$ cat src/rtl/core_bus_master_if.sv
// Core bus as seen by the bus master: one strobe/ack cycle carrying address,
// byte enables and write data out, read data back.
interface core_bus_master_if #(
    parameter int ADDR_W = 32,
    parameter int DATA_W = 32
);
    logic [ADDR_W-1:0]   io_addr;
    logic [DATA_W-1:0]   io_dat2;
    logic [DATA_W-1:0]   io_dat4;
    logic [DATA_W/8-1:0] io_be;
    logic                io_sel;
    logic                io_we;
    logic                io_ack;

    modport master (
        output io_addr, io_dat2, io_be, io_sel, io_we,
        input  io_dat4, io_ack
    );

    modport slave (
        input  io_addr, io_dat2, io_be, io_sel, io_we,
        output io_dat4, io_ack
    );
endinterface

$ cat src/rtl/core_bus_master.sv
// Multi-channel front-end for the core bus: arbitrates N_CH requesters, runs one
// bus cycle at a time with an optional ack timeout, and returns a one-cycle response.
//
// state | meaning
// IDLE  | arbitrate; req_ready to the winner, capture its request on the edge
// BUS   | io_sel high, wait for io_ack or timeout
// RESP  | resp_valid pulse to the granted channel
module core_bus_master #(
    parameter int N_CH    = 2,
    parameter int ADDR_W  = 32,
    parameter int DATA_W  = 32,
    parameter int ARB_RR  = 1,
    parameter int TIMEOUT = 255
) (
    input  logic                     clk,
    input  logic                     reset,
    input  logic [N_CH-1:0]          req_valid,
    output logic [N_CH-1:0]          req_ready,
    input  logic [N_CH-1:0]          req_we,
    input  logic [N_CH*ADDR_W-1:0]   req_addr,
    input  logic [N_CH*DATA_W-1:0]   req_wdata,
    input  logic [N_CH*DATA_W/8-1:0] req_be,
    output logic [N_CH-1:0]          resp_valid,
    output logic [DATA_W-1:0]        resp_rdata,
    output logic                     resp_err,
    core_bus_master_if.master        bus
);
    localparam int BE_W  = DATA_W / 8;
    localparam int IDX_W = (N_CH > 1) ? $clog2(N_CH) : 1;
    localparam int CNT_W = $clog2(TIMEOUT + 2);
    localparam logic [CNT_W-1:0] TO_VAL = CNT_W'(TIMEOUT);

    typedef enum logic [1:0] {IDLE, BUS, RESP} state_t;

    state_t            state;
    logic [IDX_W-1:0]  rr_ptr;
    logic [IDX_W-1:0]  g_q;
    logic [CNT_W-1:0]  cnt;
    logic [CNT_W-1:0]  cnt_inc;
    logic [ADDR_W-1:0] addr_q;
    logic [DATA_W-1:0] wdata_q;
    logic [BE_W-1:0]   be_q;
    logic              we_q;
    logic              sel_q;

    logic              gnt_found;
    logic [IDX_W-1:0]  gnt_idx;
    int                cand;
    logic [N_CH-1:0]   resp_onehot;

    // Round-robin scans from the channel after the last winner; fixed priority scans from ch0.
    always_comb begin
        gnt_found = 1'b0;
        gnt_idx   = '0;
        cand      = 0;
        for (int i = 0; i < N_CH; i++) begin
            cand = (ARB_RR != 0) ? (int'(rr_ptr) + 1 + i) % N_CH : i;
            if (!gnt_found && req_valid[IDX_W'(cand)]) begin
                gnt_found = 1'b1;
                gnt_idx   = IDX_W'(cand);
            end
        end
    end

    // Gated by reset so the handshake drops together with the registered outputs.
    always_comb begin
        req_ready = '0;
        if (state == IDLE && reset && gnt_found)
            req_ready[gnt_idx] = 1'b1;
    end

    always_comb begin
        resp_onehot      = '0;
        resp_onehot[g_q] = 1'b1;
    end

    assign cnt_inc = cnt + CNT_W'(1);

    always_ff @(posedge clk or negedge reset) begin
        if (!reset) begin
            state      <= IDLE;
            rr_ptr     <= IDX_W'(N_CH - 1);
            g_q        <= '0;
            cnt        <= '0;
            addr_q     <= '0;
            wdata_q    <= '0;
            be_q       <= '0;
            we_q       <= 1'b0;
            sel_q      <= 1'b0;
            resp_valid <= '0;
            resp_rdata <= '0;
            resp_err   <= 1'b0;
        end else begin
            resp_valid <= '0;
            case (state)
                IDLE: begin
                    if (gnt_found) begin
                        g_q     <= gnt_idx;
                        rr_ptr  <= gnt_idx;
                        addr_q  <= req_addr[int'(gnt_idx)*ADDR_W +: ADDR_W];
                        wdata_q <= req_we[gnt_idx] ? req_wdata[int'(gnt_idx)*DATA_W +: DATA_W] : '0;
                        be_q    <= req_be[int'(gnt_idx)*BE_W +: BE_W];
                        we_q    <= req_we[gnt_idx];
                        sel_q   <= 1'b1;
                        state   <= BUS;
                    end
                end
                BUS: begin
                    cnt <= cnt_inc;
                    if (bus.io_ack) begin
                        sel_q      <= 1'b0;
                        resp_rdata <= we_q ? '0 : bus.io_dat4;
                        resp_err   <= 1'b0;
                        resp_valid <= resp_onehot;
                        state      <= RESP;
                    end else if (TIMEOUT != 0 && cnt_inc == TO_VAL) begin
                        sel_q      <= 1'b0;
                        resp_rdata <= '0;
                        resp_err   <= 1'b1;
                        resp_valid <= resp_onehot;
                        state      <= RESP;
                    end
                end
                RESP: begin
                    cnt   <= '0;
                    state <= IDLE;
                end
                default: state <= IDLE;
            endcase
        end
    end

    assign bus.io_addr = addr_q;
    assign bus.io_dat2 = wdata_q;
    assign bus.io_be   = be_q;
    assign bus.io_we   = we_q;
    assign bus.io_sel  = sel_q;
endmodule

$ cat src/flat_wrapper.sv
// flat-port wrapper written by rule: the top's interface ports become plain ports
module core_bus_master_flat 
#(
    parameter int N_CH    = 2,
    parameter int ADDR_W  = 32,
    parameter int DATA_W  = 32,
    parameter int ARB_RR  = 1,
    parameter int TIMEOUT = 255
)
  (clk, reset, req_valid, req_ready, req_we, req_addr, req_wdata, req_be, resp_valid, resp_rdata, resp_err, bus_io_addr, bus_io_dat2, bus_io_be, bus_io_sel, bus_io_we, bus_io_dat4, bus_io_ack);
  core_bus_master_if #(.ADDR_W(ADDR_W), .DATA_W(DATA_W)) bus_i ();
  input  logic clk;
  input  logic reset;
  input  logic [N_CH-1:0] req_valid;
  output logic [N_CH-1:0] req_ready;
  input  logic [N_CH-1:0] req_we;
  input  logic [N_CH*ADDR_W-1:0] req_addr;
  input  logic [N_CH*DATA_W-1:0] req_wdata;
  input  logic [N_CH*DATA_W/8-1:0] req_be;
  output logic [N_CH-1:0] resp_valid;
  output logic [DATA_W-1:0] resp_rdata;
  output logic resp_err;
  output wire logic [$bits(bus_i.io_addr)-1:0] bus_io_addr;
  output wire logic [$bits(bus_i.io_dat2)-1:0] bus_io_dat2;
  output wire logic [$bits(bus_i.io_be)-1:0] bus_io_be;
  output wire logic [$bits(bus_i.io_sel)-1:0] bus_io_sel;
  output wire logic [$bits(bus_i.io_we)-1:0] bus_io_we;
  input wire logic [$bits(bus_i.io_dat4)-1:0] bus_io_dat4;
  input wire logic [$bits(bus_i.io_ack)-1:0] bus_io_ack;
  assign bus_io_addr = bus_i.io_addr;
  assign bus_io_dat2 = bus_i.io_dat2;
  assign bus_io_be = bus_i.io_be;
  assign bus_io_sel = bus_i.io_sel;
  assign bus_io_we = bus_i.io_we;
  assign bus_i.io_dat4 = bus_io_dat4;
  assign bus_i.io_ack = bus_io_ack;
  core_bus_master #(.N_CH(N_CH), .ADDR_W(ADDR_W), .DATA_W(DATA_W), .ARB_RR(ARB_RR), .TIMEOUT(TIMEOUT)) u_core (.clk(clk), .reset(reset), .req_valid(req_valid), .req_ready(req_ready), .req_we(req_we), .req_addr(req_addr), .req_wdata(req_wdata), .req_be(req_be), .resp_valid(resp_valid), .resp_rdata(resp_rdata), .resp_err(resp_err), .bus(bus_i));
endmodule
$ cat config.mk
export PLATFORM = sky130hd
export DESIGN_NAME = core_bus_master_flat
export DESIGN_NICKNAME = d
export VERILOG_FILES = /design/src/rtl/core_bus_master_if.sv /design/src/rtl/core_bus_master.sv /design/src/flat_wrapper.sv
export SDC_FILE = /design/constraint.sdc
export NUM_CORES = 1
export LEC_CHECK = 0
export ABC_AREA = 1
export CAP_MARGIN = 20
export CORE_MARGIN = 4
export CORE_UTILIZATION = 36
export DETAILED_ROUTE_END_ITERATION = 10
export MAX_ROUTING_LAYER = met4
export PLACE_DENSITY = 0.81
export SYNTH_ARGS = -nofsm -noshare
export SYNTH_HDL_FRONTEND = slang
export SYNTH_SLANG_ARGS = --single-unit
$ cat constraint.sdc
create_clock -name clk -period 1.6 [get_ports clk]
set_input_delay 0.24 -clock clk [delete_from_list [all_inputs] [get_ports clk]]
set_output_delay 0.24 -clock clk [all_outputs]
set_load 0.01 [all_outputs]
==> impl_metrics.env <==
export IMPL_status="finished, violations left"
export IMPL_violations="setup timing"
export IMPL_final_area_um2=9498
export IMPL_p_total_mw=16.10
export IMPL_syn_num_nets=791
export IMPL_muxShareOfSynthArea=0.05851
export IMPL_synth_area_top_cells="dfrtp_1 (53%), nand2_1 (11%), o21ai_0 (10%)"
export IMPL_cts_buffer_depth=2
export IMPL_finalWirelength_um=19100
export IMPL_p_per_area_nw_per_um2=1695
export IMPL_grt_pass1_vias=5702
export IMPL_synth_edf_count=0
export IMPL_power_frac_clock=0.231
export IMPL_placed_area_um2=8735
export IMPL_grt_pass1_wl_um=30200
export IMPL_syn_to_final_growth_pct=73.51
export IMPL_clock_sinks=118
export IMPL_grt_ovfl_total=0
export IMPL_p_seq_frac=0.308
export IMPL_critPathLaunchType="flip-flop"
export IMPL_dp_hpwl_um=13750
export IMPL_yosysTopAreaCellShare=0.5349
export IMPL_port_buffers=280
export IMPL_p_switching_mw=5.846
export IMPL_cts_root_buffer="clkbuf_16"
export IMPL_synth_async_reset_ratio=1.000
export IMPL_yosys_area_share_simple=0.1904
export IMPL_rsz0062_at_grt="yes"
export IMPL_grt_max_degree=119
export IMPL_drive_gt1_frac=0.1407
export IMPL_cts_max_level=4
export IMPL_fill_cells=1171
export IMPL_crit_path_max_incr_delay_ns=0.36
export IMPL_reg2reg_depth=13
export IMPL_drc=0
export IMPL_synth_seq_cells=118
export IMPL_path_cells="ha_2, nand2_4, nor2_4, nand2_1, nand2_1, nand2_2, nor2_2, nand3_2, nand2_2, nand2_4, buf_12, nand2_1, nand2_1"
export IMPL_ios=282
export IMPL_min_period_ns=1.748
export IMPL_synth_compound_area_frac=0.1456
export IMPL_p_int_mw=10.25
export IMPL_die_area_um2=17240
export IMPL_via_count=5551
export IMPL_vdd_drop_max_mv=1.123
export IMPL_numCtsBuffers=17
export IMPL_tightest_slew_ns=0.6472
export IMPL_maxSlewHeadroom=0.5685
export IMPL_ys_top_cells_by_count="nand2_1 (154), dfrtp_1 (117), o21ai_0 (112)"
export IMPL_synth_warnings=0
export IMPL_hold_viol=0
export IMPL_critPathKind="reg2reg"
export IMPL_synthXorXnorAreaFrac=0
export IMPL_cpMostUsedCell="nand2_1"
export IMPL_core_region_area_um2=14700
export IMPL_dr_pass1_iters=4
export IMPL_syn_instance_count=611
export IMPL_place_congestion=0.8403
export IMPL_stdcell_count=1108
export IMPL_min_path_type="in2reg"
export IMPL_tns_ns=-4.668
export IMPL_holdPathStages=3
export IMPL_num_rows=44
export IMPL_cp_required_ns=1.90
export IMPL_ys_types=25
export IMPL_netlist_area_um2=5474
export IMPL_seq_area_frac_synth=0.5397
export IMPL_crit_path_top_delay_cell="dfrtp_1"
export IMPL_yosysMostFrequentCell="nand2_1"
export IMPL_period_share=1.093
export IMPL_path_max_fanout=13
export IMPL_fmax_mhz=572.0
export IMPL_fin_nets=1091
export IMPL_setup_violations_final=40
export IMPL_antenna_cells=0
export IMPL_end_kind="flip-flop"
export IMPL_layout_setup_ws_ns=-0.1483
export IMPL_ant_nets=0
export IMPL_die_y_um=131.3
export IMPL_synth_top_family_by_area="simple AND/OR/NAND/NOR gates"
export IMPL_p_sw_frac=0.3632
export IMPL_maxSlewViolCount=0
export IMPL_dp_cells=1071
export IMPL_synth_adder_area_share=0.01143
export IMPL_wire_per_inst_um=17.23
export IMPL_synthFlopType="dfrtp_1"
export IMPL_start_util=0.3724
export IMPL_avgSynthCellArea_um2=8.959
export IMPL_leakage_nw=4.795
export IMPL_arrival_ns=2.05
export IMPL_synth_largest_area_cell="dfrtp_1"
export IMPL_clkTransAtPathRegs_ns=0.06
export IMPL_dieWidth_um=131.3
export IMPL_cts_tree="built"
export IMPL_drt_iter0_drc=317
export IMPL_clock_skew_ns=0.007986
export IMPL_drv_cap=0
export IMPL_grt_usage=0.2235
export IMPL_viasPerCell=5.010
export IMPL_combPwrFrac=0.461
export IMPL_antenna_found_initial=0
export IMPL_clkLatencyLatePin_ns=0.41
[per-layer routing]
layer,GRT usage,up-vias,part of all wire
met1,0.2523,2621,0.40
met2,0.3738,224,0.50
met5,-,-,0
met3,0.07263,36,0.079
met4,0.08051,0,0.026
li1,-,2670,-
[state kept, by name, indices dropped and copies added, names as in the netlist]
| name | cells |
|---|---|
| u_core.resp_rdata | 32 |
| u_core.bus.io_we | 1 |
| u_core.bus.io_dat2 | 32 |
| u_core.state | 2 |
| u_core.g_q | 1 |
| u_core.resp_valid | 2 |
| u_core.bus.io_addr | 32 |
| u_core.bus.io_sel | 1 |
| u_core.bus.io_be | 4 |
| u_core.rr_ptr | 1 |
| u_core.resp_err | 1 |
| u_core.cnt | 9 |
[critical path, delay by kind of cell (launching register included)]
family / cells / cell delay (ns)
flops: 1 / 0.36
buf+inv: 1 / 0.16
simple gates: 11 / 0.88
fa+ha+maj: 1 / 0.22
[final timing paths]
check	to	slack [ns]	from
hold reg to reg	u_core.resp_valid[0]$_DFF_PN0_	0.43	u_core.g_q$_DFFE_PN0P_
max in group asynchronous	u_core.bus.io_dat2[0]$_DFFE_PN0P_	0.60	reset
setup reg to reg	u_core.resp_rdata[13]$_DFFE_PN0P_	-0.15	u_core.cnt[1]$_DFFE_PN0P_
min in group asynchronous	u_core.cnt[5]$_DFFE_PN0P_	0.51	reset
setup / recovery	u_core.resp_rdata[13]$_DFFE_PN0P_	-0.15	u_core.cnt[1]$_DFFE_PN0P_
hold / removal	u_core.resp_rdata[1]$_DFFE_PN0P_	0.39	bus_io_dat4[1]
[timing repair]
action | 4_1_cts | 5_1_grt
hold endpoints to repair | 46 | 0
hold buffers | 1 | 0
resized for setup | 31 | 80
endpoints found under the setup margin | 119 | 138
pin swaps | 6 | 1
setup buffers | 2 | 2
[layout by cell type (no fill, tap or decap), types with 2 or more instances in the layout]
master           synthesis  routed
nand2_4                  1       3
buf_2                    4       2
a21oi_1                 37      37
o21ai_2                  2       4
dlymetal6s2s_1           0      37
dlygate4sd2_1            0      11
nand4_1                 32      32
nand3_2                  2       4
buf_12                   0      10
inv_1                   24      18
dfrtp_1                117     117
nor2_2                   6       8
nor2_1                  12       8
clkinvlp_4               0       4
clkinv_4                 0       2
buf_4                    3      32
o22ai_1                  3       3
nand2_2                 16      20
nor2_4                   0       2
o21ai_0                112      80
inv_6                    0       4
clkbuf_16                0      17
nand2_1                154     148
clkbuf_8                 0       3
buf_6                    4       2
clkdlybuf4s50_1          0     229
mux2i_1                 32      32
inv_2                    0       6
ha_1                     5       3
o21ai_1                  1      31
nand3_1                  9       7
[final cells by class]
class	instances	area, um^2	area share
Timing Repair Buffer	324	3334	0.3511
Sequential cell	118	2954	0.3110
Multi-Input combinational cell	426	2305	0.2427
Clock buffer	20	466.7	0.04914
Tap cell	184	230.2	0.02424
Clock inverter	12	117.6	0.01238
Inverter	24	90.09	0.009485
[logic make-up (layout without fill, tap and decap cells)]
family          Yosys count  count (layout)
simple gates            233             233
fa+ha+maj                 5               5
buf+inv                  67             380
flops                   118             118
mux                      32              32
compound gates          156             156
[per-stage QoR]
step           setup WS [ns]    util  hold WS (ns)
4_1_cts              -0.1413  0.6361        0.3706
6_report             -0.1483  0.6462        0.3909
3_5_place_dp         -0.2106  0.5942        0.4289
3_3_place_gp         -0.2062  0.5942        0.4295
5_1_grt              -0.2446  0.6462        0.3792
2_1_floorplan       -0.01067       -      -0.05559
[power groups by stage]
stage                     combinational (mW)  sequential, mW  clock (mW)
after floorplan                         2.67            5.50           0
after global routing                    8.07            5.11        3.95
after CTS                               7.47            4.97        3.80
after detailed placement                7.43            4.99           0
final                                   7.43            4.95        3.72
after global placement                  7.29            4.94           0
Power figures use the tool's default switching activity.
